## src/rtl/sys_clk_gen.sv

```systemverilog
// sys_clk_gen: run/step/halt clock-enable generator for a soft CPU core.
// Produces a registered one-cycle clk_en pulse every div+1 cycles in RUN,
// one pulse per qualified push-button press in STEP, and nothing in HALT.
// Also keeps a wrapping count of issued pulses and drives two board LEDs.
// Optional feature: define SYS_CLK_GEN_DEBOUNCE_EN to debounce step_btn
// (DEB_CYCLES stable cycles for both press and release); otherwise every
// synchronised rising edge of step_btn is a step.
module sys_clk_gen #(
   parameter int unsigned DIV_W      = 24,
   parameter int unsigned CNT_W      = 32,
   parameter int unsigned DEB_CYCLES = 16
) (
   input  logic             clk,
   input  logic             rst,
   input  logic [DIV_W-1:0] div,
   input  logic [1:0]       mode,
   input  logic             step_btn,
   output logic             clk_en,
   output logic [CNT_W-1:0] cycle_cnt,
   output logic [1:0]       led_n
);

   localparam logic [1:0] MODE_RUN  = 2'b00;
   localparam logic [1:0] MODE_STEP = 2'b01;

   logic [DIV_W-1:0] cnt;
   logic             btn_s1;
   logic             btn_s2;
   logic             step_rise_c;

   // Two-flop synchroniser for the asynchronous push-button
   always_ff @(posedge clk) begin
      if (rst) begin
         btn_s1 <= 1'b0;
         btn_s2 <= 1'b0;
      end else begin
         btn_s1 <= step_btn;
         btn_s2 <= btn_s1;
      end
   end

`ifdef SYS_CLK_GEN_DEBOUNCE_EN
   localparam int unsigned DEB_W = (DEB_CYCLES > 1) ? $clog2(DEB_CYCLES) : 1;
   localparam logic [DEB_W-1:0] DEB_LAST = DEB_W'(DEB_CYCLES - 1);

   logic [DEB_W-1:0] deb_cnt;
   logic             deb_level;
   logic             deb_level_d;

   // Accept a new button level only after it has differed from the
   // accepted level for DEB_CYCLES consecutive cycles
   always_ff @(posedge clk) begin
      if (rst) begin
         deb_cnt     <= '0;
         deb_level   <= 1'b0;
         deb_level_d <= 1'b0;
      end else begin
         deb_level_d <= deb_level;
         if (btn_s2 == deb_level) begin
            deb_cnt <= '0;
         end else if (deb_cnt == DEB_LAST) begin
            deb_level <= btn_s2;
            deb_cnt   <= '0;
         end else begin
            deb_cnt <= deb_cnt + DEB_W'(1);
         end
      end
   end

   assign step_rise_c = deb_level & ~deb_level_d;
`else
   logic        btn_s2_d;
   logic [31:0] deb_cycles_unused;

   // Delayed synchronised level for raw rising-edge detection
   always_ff @(posedge clk) begin
      if (rst) begin
         btn_s2_d <= 1'b0;
      end else begin
         btn_s2_d <= btn_s2;
      end
   end

   assign step_rise_c       = btn_s2 & ~btn_s2_d;
   assign deb_cycles_unused = 32'(DEB_CYCLES);
`endif

   // Divider and enable generation; non-RUN modes park cnt at 0 so any
   // mode transition restarts the count, and a step edge seen outside
   // STEP is simply dropped
   always_ff @(posedge clk) begin
      if (rst) begin
         cnt    <= '0;
         clk_en <= 1'b0;
      end else begin
         case (mode)
            MODE_RUN: begin
               if (cnt >= div) begin
                  cnt    <= '0;
                  clk_en <= 1'b1;
               end else begin
                  cnt    <= cnt + DIV_W'(1);
                  clk_en <= 1'b0;
               end
            end
            MODE_STEP: begin
               cnt    <= '0;
               clk_en <= step_rise_c;
            end
            default: begin
               cnt    <= '0;
               clk_en <= 1'b0;
            end
         endcase
      end
   end

   // Pulse counter and LEDs; led_n[0] holds the inverted heartbeat
   always_ff @(posedge clk) begin
      if (rst) begin
         cycle_cnt <= '0;
         led_n     <= 2'b11;
      end else begin
         if (clk_en) begin
            cycle_cnt <= cycle_cnt + CNT_W'(1);
            led_n[0]  <= ~led_n[0];
         end
         led_n[1] <= (mode == MODE_RUN);
      end
   end

endmodule
```

## config.mk

```make
export PLATFORM = sky130hd
export DESIGN_NAME = sys_clk_gen
export DESIGN_NICKNAME = d
export VERILOG_FILES = /design/src/rtl/sys_clk_gen.sv
export SDC_FILE = /design/constraint.sdc
export NUM_CORES = 1
export LEC_CHECK = 0
export ABC_AREA = 1
export ABC_CLOCK_PERIOD_IN_PS = 2000
export CORE_MARGIN = 4
export CORE_UTILIZATION = 32
export DETAILED_ROUTE_END_ITERATION = 7
export SLEW_MARGIN = 20
export SYNTH_ARGS = -nofsm -noshare
export SYNTH_HDL_FRONTEND = slang
export SYNTH_SLANG_ARGS = --single-unit
```

## constraint.sdc

```tcl
create_clock -name clk -period 2 [get_ports clk]
set_clock_uncertainty 0.2 [all_clocks]
set_input_delay 0.5 -clock clk [delete_from_list [all_inputs] [get_ports clk]]
set_output_delay 0.5 -clock clk [all_outputs]
set_load 0.1 [all_outputs]
```

# == After elaboration in Yosys (flattened, before gate mapping) ==
# Cells that the tools add are included.
# op_classes
n_reduce_logical,2
muxes,2
n_eq_ne,1
bitwise,4
add_sub_neg,2
n_lt_le_gt_ge,1
# op_table
operator,n
$add 32x1->32 const B,1
$add 24x1->24 const B,1
$ge 24x24->1,1
$not 1->1,3
$reduce_or 3->1,1
$eq 2x1->1 const B,1
$logic_not 2->1,1
$pmux 1 s2,1
$and 1x1->1,1
$mux 1,1
# word_totals
out_inout_bits,35
input_bits,29
elab_cells,20
ff_bits,62

# == Depth between registers and ports, before layout ==
# logic_depth
depth_word,3
depth_mapped,12

# == Worst setup path after synthesis ==
# OpenSTA, ideal clock, no wires.
# synth_path
path_type,reg-to-reg
startpoint,register cycle_cnt[0]
endpoint,register cycle_cnt[24]
t_arrival_ns,2.177
path_slack_ns,-0.498
stages_incl_launch_ff,9
path_cell_list,dfxtp_1 > ha_1 > nand3_1 > nor2_4 > nand3_1 > nor2_2 > nand2_1 > o21ai_0 > a21oi_1
# synth_between
elab_chain_len,1
# synth_lines
element,line,rtl
"start, declared",19,"output logic [CNT_W-1:0] cycle_cnt,"
"start signal, assigned",125,cycle_cnt <= cycle_cnt + CNT_W'(1);
$add 32x1->32,125,
# Every way passes these cells.
# A chain may end at the register's enable or synchronous reset.

# == Worst setup path in the final report ==
# layout_path
startpoint,input div[9]
endpoint,register cnt[19]
# layout_between
elab_chain_len,2
# layout_lines
element,line,rtl
"start, declared",15,"input logic [DIV_W-1:0] div,"
$ge 24x24->1,98,if (cnt >= div) begin
$reduce_or 3->1 (no line),--,
"end signal, assigned",102,cnt <= cnt + DIV_W'(1);
"end, declared",26,logic [DIV_W-1:0] cnt;
# Every way passes these cells.

==> reports/metrics.cfg <==
[floorplanning]
die_area_um2=13360
die_w_um=115.6
rows=39
initial_utilization_pct=32.57
io_pins=64
core-area_um2=11370
fp.dieH_um=115.6

[sta]
tightest_slew_ns=0.3002
fin_crit_sh_pct=100.1
slew_violations=0
timing.final.ws_setup_ns=-0.002806
setup_viol=1
period_needed_ns=2.003
max_freq_mhz=499.3
slew_headroom_pct=79.83
whs_ns=0.2059
report.final.hold_viol_count=0

[place]
dp_cells=781
dp.final_hpwl_mm=7.947
portBuffers=63
dp_slack_ns=-0.6041
routabilityCongestion=0.9077

[yosys]
synthFlopType=dfxtp_1
synth-seq-area-share_pct=33.51
synth-edff-count=0
synth_top_area_cell=dfxtp_1
syn_inst=549
synth_area_per_cell_um2=6.746
synth.most_common_cell=nand2_1
syn-num-nets=604
netlist_area_um2=3704
async_flop_share_pct=0
ys_warn_count=0
synth_seq_cells=62
synth.distinct_cells=29
ys_top_cells_by_count=nand2_1 (109), nor2_1 (94), inv_1 (90)
yosysTopAreaCellShare_pct=33.51
synth_area_leaders=dfxtp_1 (34%), nand2_1 (11%), nor2_1 (9.5%), inv_1 (9.1%), ha_1 (8.8%)

[power_and_ir_drop]
p_leak_uw=0.002456
fin_total_pwr_uw=2992
irDropWorstVdd_uv=273.8
power_per_cell_area_nw_per_um2=499.5

[clock_network]
hold_buffers=0
h-tree-depth=3
path_clk_slew_ns=0.05
cts_buffers=9
clk_latency_ns=0.33
cts.sinks=62
root_buffer=clkbuf_16
clockBufferDepth=2
cts_tree=yes

[finish]
fin_nets=718
fin_util_pct=52.68
final_cells=811
antennaDiodeCount=0
area_growth_pct=61.72
drive_gt1_share_pct=34.28

[route]
route.met2.wl_mm=5.376
drtPass1Iterations=6
drtAntennaViolNets=0
viasPerCell=4.781
routed_wl_mm=11.02
drc=0
num_vias=3877
wl_per_cell_um=13.59
drt-met1-wl_mm=4.954
wl_met3_um=453
routed.top_layer=met4
drt-initial-drc-count=182

[global_routing]
grt_start_max_net_pins=19
grt_pass1_wl_mm=17.77
grt_pass1_vias=3838
grt-ovfl-total=0
grt_usage_pct=16.65
antenna_found_initial=0

[setup_path]
crit_type=in2reg
crit_path_frequent_cell=nand2_2
critPathMaxStageDelay_ns=0.24
worstPathRequired_ns=2.06
cp_slowest_cell=dlygate4sd2_1
cp-end-kind=flop
start_kind=primary input
worstPathMaxFanout=6
cp.arrival_ns=2.06
rrSetupSlack_ns=0.05
cp_cell_sequence=dlygate4sd2_1, inv_2, ha_4, nand2_2, nand2_2, nand2_2, nand2_2, nand2_2, nand2_4, a21oi_4, nand3_4, buf_6, buf_16, nor2_2

[status]
outcome=finished with violations
violations=setup timing

[hold_path]
min_path_type=reg2reg

[job]
cap_violations=0

[path summary, 6_finish.rpt]
path / to / cells past startpoint / from
max reg2reg: cnt[19]$_SDFF_PP0_ / 9 / cnt[23]$_SDFF_PP0_
max: cnt[19]$_SDFF_PP0_ / 14 / div[9]
min reg2reg: btn_s2$_SDFF_PP0_ / 2 / btn_s1$_SDFF_PP0_
min: btn_s2$_SDFF_PP0_ / 2 / btn_s1$_SDFF_PP0_
[area by class of cell]
| cell class | count | area, µm² |
|---|---|---|
| Inverter | 92 | 347.8 |
| Timing Repair Buffer | 109 | 1386 |
| Tap cell | 143 | 178.9 |
| Sequential cell | 62 | 1290 |
| Clock inverter | 3 | 16.27 |
| Clock buffer | 13 | 270.3 |
| Fill cell | 1046 | 5380 |
| Multi-Input combinational cell | 389 | 2500 |
[sequential cells by signal, indices dropped and copies added, names as in the netlist]
| name | count |
|---|---|
| btn_s2 | 1 |
| clk_en | 1 |
| cycle_cnt | 32 |
| btn_s1 | 1 |
| cnt | 24 |
| led_n | 2 |
| btn_s2_d | 1 |
[layout by cell type (no fill, tap or decap), types with 9 or more instances in the layout]
master	instances
nand2_1	88
nor2_1	83
inv_1	71
buf_4	39
buf_12	36
dfxtp_1	31
dfxtp_2	27
nand2_2	23
nand4_1	23
nand3_1	23
a21oi_1	21
inv_2	20
ha_4	19
dlygate4sd2_1	19
o21ai_0	15
nor2_2	14
xor2_1	12
xnor2_1	11
nor3_1	10
clkbuf_16	9
[metal layers]
metal  up-vias  GRT usage, %
met5         -             0
met2        92         27.78
met4         0         5.634
met3        25         3.238
li1       1976             -
met1      1784         21.59
[stage by stage]
step	TNS [ns]	instance area [µm²]
2_1_floorplan	0	3744
3_3_place_gp	-13.78	5130
3_5_place_dp	-14.42	5130
4_1_cts	0	5776
5_1_grt	-0.8143	5989
6_report	-0.002806	5989
[cell families after synthesis]
family / count (synthesis) / share of synthesized area, %
buf+inv: 98 / 10.03
flops: 62 / 33.51
xor+xnor: 23 / 5.439
compound gates: 49 / 7.128
simple gates: 291 / 35.10
fa+ha+maj: 26 / 8.784
[critical path: cells and delay by family]
kind	cells	cell delay (ns)
adders and majority gates	1	0.20
AOI/OAI and AO/OA	1	0.17
buffers and inverters	4	0.59
and+or+nand+nor	8	0.60
[power breakdown]
group | internal [µW] | switching [µW]
Clock | 935 | 542
Combinational | 128 | 137
Sequential | 1240 | 8.52
Total | 2300 | 688
[what timing repair did]
action	CTS	global route
pin swaps	55	25
cloned	3	0
setup buffers	5	6
endpoints found under the setup margin	25	27
gates resized for setup	87	45
Power figures use the tool's default switching activity.
